===== src/rtl/cpu_ctrl_pkg.sv =====
// Shared encodings for the control sequencer: state codes, opcodes, bus sources
// and the packed strobe bundle handed from the decoder to the top.
package cpu_ctrl_pkg;

  typedef enum logic [4:0] {
    ST_IDLE   = 5'b11111,
    ST_FETCH  = 5'b10000,
    ST_DECODE = 5'b00000,
    ST_LOAD   = 5'b00001,
    ST_MOV    = 5'b00010,
    ST_ALU1   = 5'b00011,
    ST_ALU2   = 5'b00100,
    ST_ALU3   = 5'b00101,
    ST_BR     = 5'b00110
  } state_e;

  localparam logic [2:0] OP_LOAD = 3'd0;
  localparam logic [2:0] OP_MOV  = 3'd1;
  localparam logic [2:0] OP_ADD  = 3'd2;
  localparam logic [2:0] OP_XOR  = 3'd3;
  localparam logic [2:0] OP_OR   = 3'd4;
  localparam logic [2:0] OP_AND  = 3'd5;
  localparam logic [2:0] OP_BR   = 3'd6;
  localparam logic [2:0] OP_NOP  = 3'd7;

  localparam logic [1:0] BUS_NONE = 2'b00;
  localparam logic [1:0] BUS_DIN  = 2'b01;
  localparam logic [1:0] BUS_REG  = 2'b10;
  localparam logic [1:0] BUS_G    = 2'b11;

  typedef struct packed {
    logic [1:0] bus_sel;
    logic [2:0] reg_sel;
    logic [7:0] r_in;
    logic       a_in;
    logic       g_in;
    logic [1:0] alu_op;
    logic       pc_inc;
    logic       pc_load;
    logic       done;
  } strobe_t;

  function automatic logic legal_state(input logic [4:0] s);
    case (s)
      ST_IDLE, ST_FETCH, ST_DECODE, ST_LOAD, ST_MOV,
      ST_ALU1, ST_ALU2, ST_ALU3, ST_BR: legal_state = 1'b1;
      default:                          legal_state = 1'b0;
    endcase
  endfunction

endpackage


===== src/rtl/cpu_ctrl_decode.sv =====
// Pure combinational decode of current state + IR fields into datapath strobes.
module cpu_ctrl_decode
  import cpu_ctrl_pkg::*;
(
  input  state_e     state,
  input  logic [2:0] code,
  input  logic [2:0] rx,
  input  logic [2:0] ry,
  output strobe_t    stb
);

  logic [7:0] rx_oh;
  logic [2:0] alu_sel;

  assign rx_oh   = 8'd1 << rx;
  // ALU opcodes start at 2, so the ALU function select is the opcode rebased to 0
  assign alu_sel = code - OP_ADD;

  always_comb begin
    stb = '0;
    case (state)
      ST_FETCH: begin
        stb.bus_sel = BUS_DIN;
        stb.pc_inc  = 1'b1;
      end
      ST_LOAD: begin
        stb.bus_sel = BUS_DIN;
        stb.r_in    = rx_oh;
        stb.done    = 1'b1;
      end
      ST_MOV: begin
        stb.bus_sel = BUS_REG;
        stb.reg_sel = ry;
        stb.r_in    = rx_oh;
        stb.done    = 1'b1;
      end
      ST_ALU1: begin
        stb.bus_sel = BUS_REG;
        stb.reg_sel = rx;
        stb.a_in    = 1'b1;
      end
      ST_ALU2: begin
        stb.bus_sel = BUS_REG;
        stb.reg_sel = ry;
        stb.g_in    = 1'b1;
        stb.alu_op  = alu_sel[1:0];
      end
      ST_ALU3: begin
        stb.bus_sel = BUS_G;
        stb.r_in    = rx_oh;
        stb.done    = 1'b1;
      end
      ST_BR: begin
        stb.bus_sel = BUS_REG;
        stb.reg_sel = ry;
        stb.pc_load = 1'b1;
        stb.done    = 1'b1;
      end
      default: stb = '0;
    endcase
  end

endmodule


===== src/rtl/cpu_ctrl_seq.sv =====
// Control sequencer: registers the state chosen by find_ns, holds the IR, counts
// retired instructions and flags illegal next-state codes.
module cpu_ctrl_seq
  import cpu_ctrl_pkg::*;
#(
  parameter int IW    = 9,
  parameter int CNT_W = 16
) (
  input  logic             clk,
  input  logic             rst,
  input  logic [4:0]       next_state,
  input  logic [IW-1:0]    din,
  output logic [4:0]       state,
  output logic [2:0]       code,
  output logic [1:0]       bus_sel,
  output logic [2:0]       reg_sel,
  output logic [7:0]       r_in,
  output logic             a_in,
  output logic             g_in,
  output logic [1:0]       alu_op,
  output logic             pc_inc,
  output logic             pc_load,
  output logic             done,
  output logic [CNT_W-1:0] instr_cnt,
  output logic             err
);

  state_e        state_q, state_d;
  logic          bad_ns;
  logic [IW-1:0] ir;
  strobe_t       stb;

  always_ff @(posedge clk) begin
    if (rst) begin
      state_q   <= ST_IDLE;
      ir        <= '0;
      instr_cnt <= '0;
      err       <= 1'b0;
    end else begin
      state_q <= state_d;
      if (state_q == ST_FETCH) ir <= din;
      if (stb.done) instr_cnt <= instr_cnt + CNT_W'(1);
      if (bad_ns) err <= 1'b1;
    end
  end

  // An unknown code from find_ns parks the sequencer in IDLE rather than wandering
  always_comb begin
    bad_ns  = !legal_state(next_state);
    state_d = bad_ns ? ST_IDLE : state_e'(next_state);
  end

  cpu_ctrl_decode u_decode (
    .state (state_q),
    .code  (ir[IW-1:IW-3]),
    .rx    (ir[5:3]),
    .ry    (ir[2:0]),
    .stb   (stb)
  );

  assign state   = state_q;
  assign code    = ir[IW-1:IW-3];
  assign bus_sel = stb.bus_sel;
  assign reg_sel = stb.reg_sel;
  assign r_in    = stb.r_in;
  assign a_in    = stb.a_in;
  assign g_in    = stb.g_in;
  assign alu_op  = stb.alu_op;
  assign pc_inc  = stb.pc_inc;
  assign pc_load = stb.pc_load;
  assign done    = stb.done;

endmodule


===== config.mk =====
export PLATFORM = sky130hd
export DESIGN_NAME = cpu_ctrl_seq
export DESIGN_NICKNAME = d
export VERILOG_FILES = /design/src/rtl/cpu_ctrl_pkg.sv /design/src/rtl/cpu_ctrl_decode.sv /design/src/rtl/cpu_ctrl_seq.sv
export SDC_FILE = /design/constraint.sdc
export NUM_CORES = 1
export LEC_CHECK = 0
export BUFFER_PORTS_ARGS = -buffer_cell sky130_fd_sc_hd__buf_2
export CAP_MARGIN = 10
export CORE_MARGIN = 5
export CORE_UTILIZATION = 30
export CTS_CLUSTER_SIZE = 30
export DETAILED_ROUTE_END_ITERATION = 10
export SLEW_MARGIN = 10
export SYNTH_ARGS = -nofsm -noshare
export SYNTH_HDL_FRONTEND = slang
export SYNTH_SLANG_ARGS = --single-unit

===== constraint.sdc =====
create_clock -name clk -period 2.2 [get_ports clk]
set_clock_uncertainty 0.2 [all_clocks]
set_input_delay 0.11 -clock clk [delete_from_list [all_inputs] [get_ports clk]]
set_output_delay 0.11 -clock clk [all_outputs]
set_load 0.03 [all_outputs]

==> impl_results.md, run 1 <==
* CP peak stage delay at roughly 0.55 ns
* Chip width at 81.0 um
* Synthesized area at roughly 1500 um^2
* Initial Util at 31.4%
* Reg power frac at 46.7%
* Hold Crit Class: in -> reg
* Die Y at 81.0 um
* All-layer global routing usage at 13.0%
* Hold Vio Cnt, Final at 0
* Critical path's slowest cell: dlygate4sd3_1
* Leading area contributor after synthesis: dfxtp_1
* R2R Path Start: state[4]
* Critical Path AT at roughly 2.1 ns
* Kind of critical path: in -> reg
* Worst-margin pin slew at 0.522 ns
* Post-synth ARST share at 0%
* Layout Nets at 269
* Worst-Skew Late Latency at 0.28 ns
* RePlAce Congestion at 0.786
* Non-Filler Instances at 320
* Slew Viols, Final at 0
* Drt drc at 0
* Pwr/cell area at 578 nW/um^2
* Sw Ratio at 20.9%
* Internal power at 0.975 mW
* Clock power share at 46.5%
* Commonest cells in the netlist: 31 x dfxtp_1, 29 x nor2_1, 11 x a21oi_1
* Relative slew slack at around two thirds
* Port Buffers at 60
* Vias in the first global route at 1378
* Global-route wire length before repair at 6560 um
* Post-synth top area share at 41.1%
* Total power at approximately 1.2 mW
* Area contributors post-synth: dfxtp_1 41%, nor2_1 7.2%, mux2i_1 6.6%
* Placed cells at 296
* TritonCTS clock tree: built
* Routed Antenna Nets at 0
* Worst Hold Slack at 0.0812 ns
* Sum Neg Setup Slack at 0 ns
* CP Capture Type: flop
* Share of layout cells above drive strength 1 at 32.0%
* Crit path max fanout at 4
* CTS Buf Count at 5
* Initial antenna violation count at 0
* Switch Pwr at 0.257 mW
* Crit path max-delay family: buffers and inverters
* Drt total wl at 3980 um
* Top cell by count, worst path: dlygate4sd3_1
* Logic pwr share at under 10%
* Clock Sinks at 31
* Setup slack, reg-to-reg at 0.25 ns
* Setup slack after layout at 0.0846 ns
* Avg Synthesized Cell Area at 8.54 um^2
* Clk buf depth at 2
* Max Fclk at 473 MHz
* Dpl ws at about 0.24 ns
* Post-synth EDFFs at 0
* Maximum number of pins on one net before global-route repair at 29
* N_diodes at 0
* Lkg Pwr at roughly 0.98 nW
* Critical-path cell list: dlygate4sd3_1 > buf_2 > o21ai_0 > a21oi_1 > or3_1 > nand2b_1 > dlygate4sd3_1
* CP Buf/Inv Count at 3
* Setup Viol. Count Final at 0
* Total congestion overflow at 0
* Design area at 2130 um^2
* Worst R2R Path Depth at 4
* Top FF cell, synth: dfxtp_1
* DP Area at approximately 1900 um^2
* H-tree levels at 2
* Post-Syn Instances at 177
* Critical Path Stages at 7
* Vias per cell at 4.71
* Fraction of the cycle the final worst path needs at 96.2%
* Post-DP HPWL at approximately 3000 um
* Netlist cell types at 34
* FF+latch count, synth at 31
* Syn_nets at 194
* Unrepaired setup endpoints after global routing: false
* Most frequent cell after synthesis: dfxtp_1
* Worst Hold Endpoint: instr_cnt[8]
* Rows at 25
* Peak supply drop at 0.253 mV
* RR Endpoint: instr_cnt[15]
* Io pins at 61
* Min Tclk post-route at 2.12 ns
* Max_cap viols at 0
* Area growth syn-to-layout at 41.0%
* CTS clk-pin slew, worst paths at 0.07 ns
* Via count at about 1500
* Post-synthesis sequential area ratio at 41.1%
* Pre-antenna DRT Iters at 4
* Yosys warning count at 0
* CP Launch Type: input port
* Fin util at 44.2%
* Hold Path Stages at 2
* DR WL/cell at 12.4 um
* Core Area at approximately 4800 um^2
* Critical path data required time at 2.17 ns
* Die ar. at 6560 um^2
* Initial DRC count at 119
* Hold path startpoint: rst
* CTS root buf: clkbuf_8
* Outcome: complete, no violations
==> registers in the layout, indices dropped and copies added (netlist names) <==
name / cells
err: 1
instr_cnt: 16
state: 5
ir: 9
==> cells in the final DEF, fill, tap and decap left out, drive strengths merged, types with 3 or more instances in the layout <==
cell type / synthesis / final
xnor2: 5 / 5
mux2i: 10 / 10
and3: 3 / 3
nor2: 29 / 29
or2: 3 / 3
or4: 5 / 5
o21ai: 6 / 6
clkbuf: 4 / 6
nor3: 6 / 6
nor4: 3 / 3
nand2: 8 / 8
buf: 8 / 64
o31ai: 4 / 4
dlygate4sd3: 0 / 16
dfxtp: 31 / 31
a22o: 3 / 3
nand4: 3 / 3
inv: 4 / 4
nand3: 9 / 9
nand2b: 3 / 3
xor2: 5 / 5
or3: 5 / 5
a21oi: 11 / 11
==> final cells by class <==
class,count,area [um^2]
multi-input combinational,130,800
clock inverter,2,35.0
fill,505,2690
sequential,31,624
clock buffer,6,82.6
tap,67,83.8
inverter,4,15.0
timing repair buffer,80,490
==> logic make-up after synthesis <==
family                   after synthesis  share of synthesized area (%)
flip-flops                            31                           41.1
multiplexers                          11                           7.37
XOR/XNOR                              10                           5.79
buffers and inverters                 16                           6.37
AO/OA/AOI/OAI                         24                           9.35
AND/OR/NAND/NOR                       84                           29.2
adder cells (fa/ha/maj)                1                          0.828
==> power by group through the flow <==
stage	sequential (mW)	clock, mW	combinational, mW
global route	0.576	0.621	0.0917
global placement	0.587	0	0.0637
finish	0.575	0.573	0.0841
detailed placement	0.588	0	0.0636
floorplan	0.594	0	0.0302
CTS	0.575	0.592	0.0840
==> metal layers <==
| metal | global-route usage, % | vias up | wire length (um) |
|---|---|---|---|
| li1 | - | 775 | - |
| met1 | 16.2 | 670 | 1660 |
| met2 | 19.3 | 49 | 1850 |
| met3 | 4.43 | 14 | 309 |
| met4 | 7.60 | 0 | 161 |
| met5 | 0 | - | 0 |
==> what timing repair did <==
action	CTS	global route
hold endpoints to repair	15	0
hold buffers	16	0
gates resized for setup	0	0
setup buffers	0	0
==> worst max-delay path by stage <==
| stage | start | endpoint | slack, ns |
|---|---|---|---|
| 6_report | next_state[1] | state[0] | 0.08 |
| 5_1_grt | next_state[1] | state[0] | 0.005 |
| 4_1_cts | next_state[1] | state[0] | 0.10 |
| 3_5_place_dp | instr_cnt[0] | instr_cnt[14] | 0.24 |
| 3_3_place_gp | state[3] | instr_cnt[15] | 0.30 |
| 2_1_floorplan | state[3] | instr_cnt[15] | 0.006 |
Power figures use the tool's default switching activity.
==> inputs of run 2 (changes only) <==
--- a/config.mk
+++ b/config.mk
@@ -14,4 +14,5 @@
 export SLEW_MARGIN = 10
 export SYNTH_ARGS = -nofsm -noshare
 export SYNTH_HDL_FRONTEND = slang
+export SYNTH_HIERARCHICAL = 1
 export SYNTH_SLANG_ARGS = --single-unit
==> constraint.sdc (replaced) <==
create_clock -name clk -period 1.91 [get_ports clk]
set_clock_uncertainty 0.2 [all_clocks]
set_input_delay 0.0955 -clock clk [delete_from_list [all_inputs] [get_ports clk]]
set_output_delay 0.0955 -clock clk [all_outputs]
set_load 0.03 [all_outputs]
==> run 2 against run 1 <==
Against the previous run: the flow now finishes with violations (negative hold slack, negative setup slack); final cell count grew 8.4%; wire length increased by 15%; core utilization rose by 4.2 points; synthesized cell count grew 4.5%; die area rose by 8.0%; first-iteration DRC count shrank 51%; power rose by 9.5%; global-route usage is 0.12 points lower; area after synthesis up 9.2%.
==> impl_results.md, run 2 <==
* Routed Antenna Nets at 0 (unchanged)
* Vias in the first global route at 1608 (+17%)
* Clock Sinks at 31 (unchanged)
* Die ar. at 7080 um^2 (+8.0%)
* Chip width at 84.2 um (+3.9%)
* Most frequent cell after synthesis: dfxtp_1
* Critical path data required time at 1.61 ns (-0.56 ns)
* Netlist cell types at 45 (+32%)
* Setup slack after layout at -0.0716 ns (-0.156 ns)
* CTS root buf: clkbuf_8
* Io pins at 61 (unchanged)
* Post-synth EDFFs at 0 (unchanged)
* Min Tclk post-route at approximately 2 ns
* Total congestion overflow at 0 (unchanged)
* Drt total wl at 4590 um (+15%)
* CP peak stage delay at 0.55 ns (about the same)
* Sw Ratio at 22.8% (+1.9 points)
* Total power at 1.35 mW (+9.5%)
* Clk buf depth at 2 (unchanged)
* Top reg by flops: instr_cnt
* Maximum number of pins on one net before global-route repair at 36 (+24%)
* Syn_nets at 202 (+4.1%)
* Pwr/cell area at 513 nW/um^2 (-11%)
* Logic pwr share at 9.8% (+3.0 points)
* Pre-antenna DRT Iters at 4 (unchanged)
* TritonCTS clock tree: built
* Area growth syn-to-layout at 59.5%
* Critical path origin: state[3]
* FF+latch count, synth at 31 (unchanged)
* Relative slew slack at 58.8% (-6.1 points)
* Commonest non-fill, non-tap cell in the layout: buf_2
* Layout Nets at 291 (+8.2%)
* Internal power at 1.04 mW (+6.9%)
* Critical Path AT at 1.69 ns (-0.39 ns)
* Worst R2R Path Depth at 6 (+2)
* Max_cap viols at 0 (unchanged)
* RePlAce Congestion at 0.747 (-4.9%)
* DR WL/cell at 13.2 um (+6.2%)
* Hold Crit Class: in -> reg
* Failing checks: negative hold slack, negative setup slack
* Share of layout cells above drive strength 1 at 49.1% (+17 points)
* Via count at 1665 (+10%)
* CP Launch Type: flop
* Placed cells at 320 (+8.1%)
* Unrepaired setup endpoints after global routing: true
* Reg power frac at 48.7% (+2.0 points)
* Fill count at 549 (+8.7%)
* Global-route wire length before repair at 7700 um (+17%)
* Avg Synthesized Cell Area at 8.92 um^2 (+4.5%)
* Drt drc at 0 (unchanged)
* Fraction of the cycle the final worst path needs at 104%
* Fin util at 48.4% (+4.2 points)
* Max Fclk at 505 MHz
* Initial Util at 30.3% (-1.0 points)
* Worst Hold Slack at -0.0129 ns (-0.0941 ns)
* Crit path max-delay family: simple AND/OR/NAND/NOR gates
* Lkg Pwr at 1.08 nW (+11%)
* Commonest cells in the netlist: 31 x dfxtp_1, 28 x nor2_1, 10 x a211oi_1, 10 x mux2i_1, 7 x or3b_2
* RR Endpoint: instr_cnt[12]
* Non-Filler Instances at 347 (+8.4%)
* Setup slack, reg-to-reg at 0 ns (-0.25 ns)
* Die Y at 84.2 um (+3.9%)
* Port Buffers at 60 (unchanged)
* All-layer global routing usage at 12.9% (-0.12 points)
* Post-DP HPWL at 3190 um (+7.7%)
* Top FF cell, synth: dfxtp_1
* Max reg flops at 16 (unchanged)
* Clock power share at 41.5% (-5.0 points)
* Switch Pwr at 0.308 mW (+20%)
* CP Buf/Inv Count at 2 (-1)
* Post-Syn Instances at 185 (+4.5%)
* Synthesized area at 1650 um^2 (+9.2%)
* Rows at 27 (+8.0%)
* H-tree levels at 2 (unchanged)
* Core Area at 5440 um^2 (+13%)
* Area contributors post-synth: dfxtp_1 38%, nor2_1 6.4%, mux2i_1 6.1%
* Vias per cell at 4.80 (+1.8%)
* Slew Viols, Final at 0 (unchanged)
* FF+latch area at 637 um^2 (+2.0%)
* Crit path to: alu_op[0]
* Peak supply drop at 0.315 mV (+25%)
* Post-synthesis sequential area ratio at 37.6% (-3.5 points)
* N_diodes at 0 (unchanged)
* Outcome: finished with violations
* CTS clk-pin slew, worst paths at 0.06 ns (about the same)
* Crit path max fanout at 13 (+9)
* Post-synth top area share at 37.6% (-3.5 points)
* Initial DRC count at 58 (-51%)
* Critical path's slowest cell: or4b_4
* Critical Path Stages at 4 (-3)
* Sum Neg Setup Slack at -0.180 ns (-0.180 ns)
* Post-synth ARST share at 0% (unchanged)
* R2R Path Start: state[4]
* CTS Buf Count at 5 (unchanged)
* Leading area contributor after synthesis: dfxtp_1
* CP Capture Type: output port
* Hold Vio Cnt, Final at 1 (+1)
* Worst-Skew Late Latency at 0.28 ns (about the same)
* Setup Viol. Count Final at 6 (+6)
* Worst-margin pin slew at 0.618 ns (+0.0957 ns)
* Initial antenna violation count at 0 (unchanged)
* Critical-path cell list: buf_8 > or4b_4 > nor3b_2 > buf_4
* Yosys warning count at 6 (+6)
* Area of the multi-input gates at 1110 um^2 (+39%)
* Hold Path Stages at 3 (+1)
* Most frequent cells in the layout: 44 x buf_2, 29 x buf_4, 27 x nor2_1
* Kind of critical path: reg -> out
run 2: changes by cell type in the layout (fill, tap and decap cells not counted), moves of 6 or more:
cell / before / now
a211oi_2: 0 / 9
a21oi_1: 11 / 3
buf_2: 60 / 44
buf_4: 4 / 29
buf_6: 0 / 6
run 2: what timing repair did:
action,CTS,global route
hold endpoints to repair,14,1
endpoints found under the setup margin,16,22
setup buffers,3,1
gates resized for setup,26,20
pin swaps,2,10
hold buffers,16,1
run 2: cells by family after synthesis:
family                     Yosys count  share of synthesized area, %
AOI/OAI and AO/OA                   24                          10.3
xor gates and xnor gates            11                          5.84
adders and majority gates            1                         0.758
buffers and inverters               17                          5.84
DFF                                 31                          37.6
muxes                               13                          8.11
and+or+nand+nor                     88                          31.5
run 2: layout make-up:
| cell class | count | area share [%] |
|---|---|---|
| clock buffer | 8 | 3.80 |
| inverter | 3 | 0.428 |
| sequential | 31 | 24.2 |
| multi-input combinational | 137 | 42.1 |
| timing repair buffer | 96 | 26.0 |
| tap | 72 | 3.42 |
run 2: worst reg2reg max path, delay by kind of cell, from the launching register on:
family	cells	cell delay (ns)
AND/OR/NAND/NOR	4	0.95
flip-flops	1	0.37
buffers and inverters	1	0.14
XOR/XNOR	1	0.13
run 2: metrics by stage:
step / setup slack (ns) / hold WS [ns] / instance area (um^2)
after floorplan: -0.532 / -0.00659 / 1780
after global placement: 0.0167 / 0.133 / 2200
after detailed placement: 0.0134 / 0.134 / 2200
after CTS: -0.0732 / 0.115 / 2560
after global routing: -0.110 / 0.00299 / 2630
final: -0.0716 / -0.0129 / 2630
run 2: power by group through the flow:
stage	Sequential [mW]	Clock [mW]	Combinational, mW
global route	0.658	0.612	0.143
global placement	0.673	0	0.0966
finish	0.658	0.560	0.132
detailed placement	0.674	0	0.0965
CTS	0.657	0.590	0.128
floorplan	0.684	0	0.0493
run 2: how the worst min path moves through the flow:
stage | from | slack (ns) | endpoint
floorplan | next_state[1] | -0.007 | state[1]
finish | next_state[1] | -0.01 | state[0]
CTS | rst | 0.11 | instr_cnt[1]
global placement | din[7] | 0.13 | ir[7]
global route | next_state[1] | 0.003 | state[0]
detailed placement | next_state[0] | 0.13 | state[0]
run 2: layer usage:
metal | routed length, um | part of all wire (%) | GRT usage (%)
met2 | 2060 | 45 | 19.7
met4 | 27 | 0.59 | 3.07
met3 | 347 | 7.6 | 4.71
met5 | 0 | 0 | 0
met1 | 2150 | 47 | 17.3
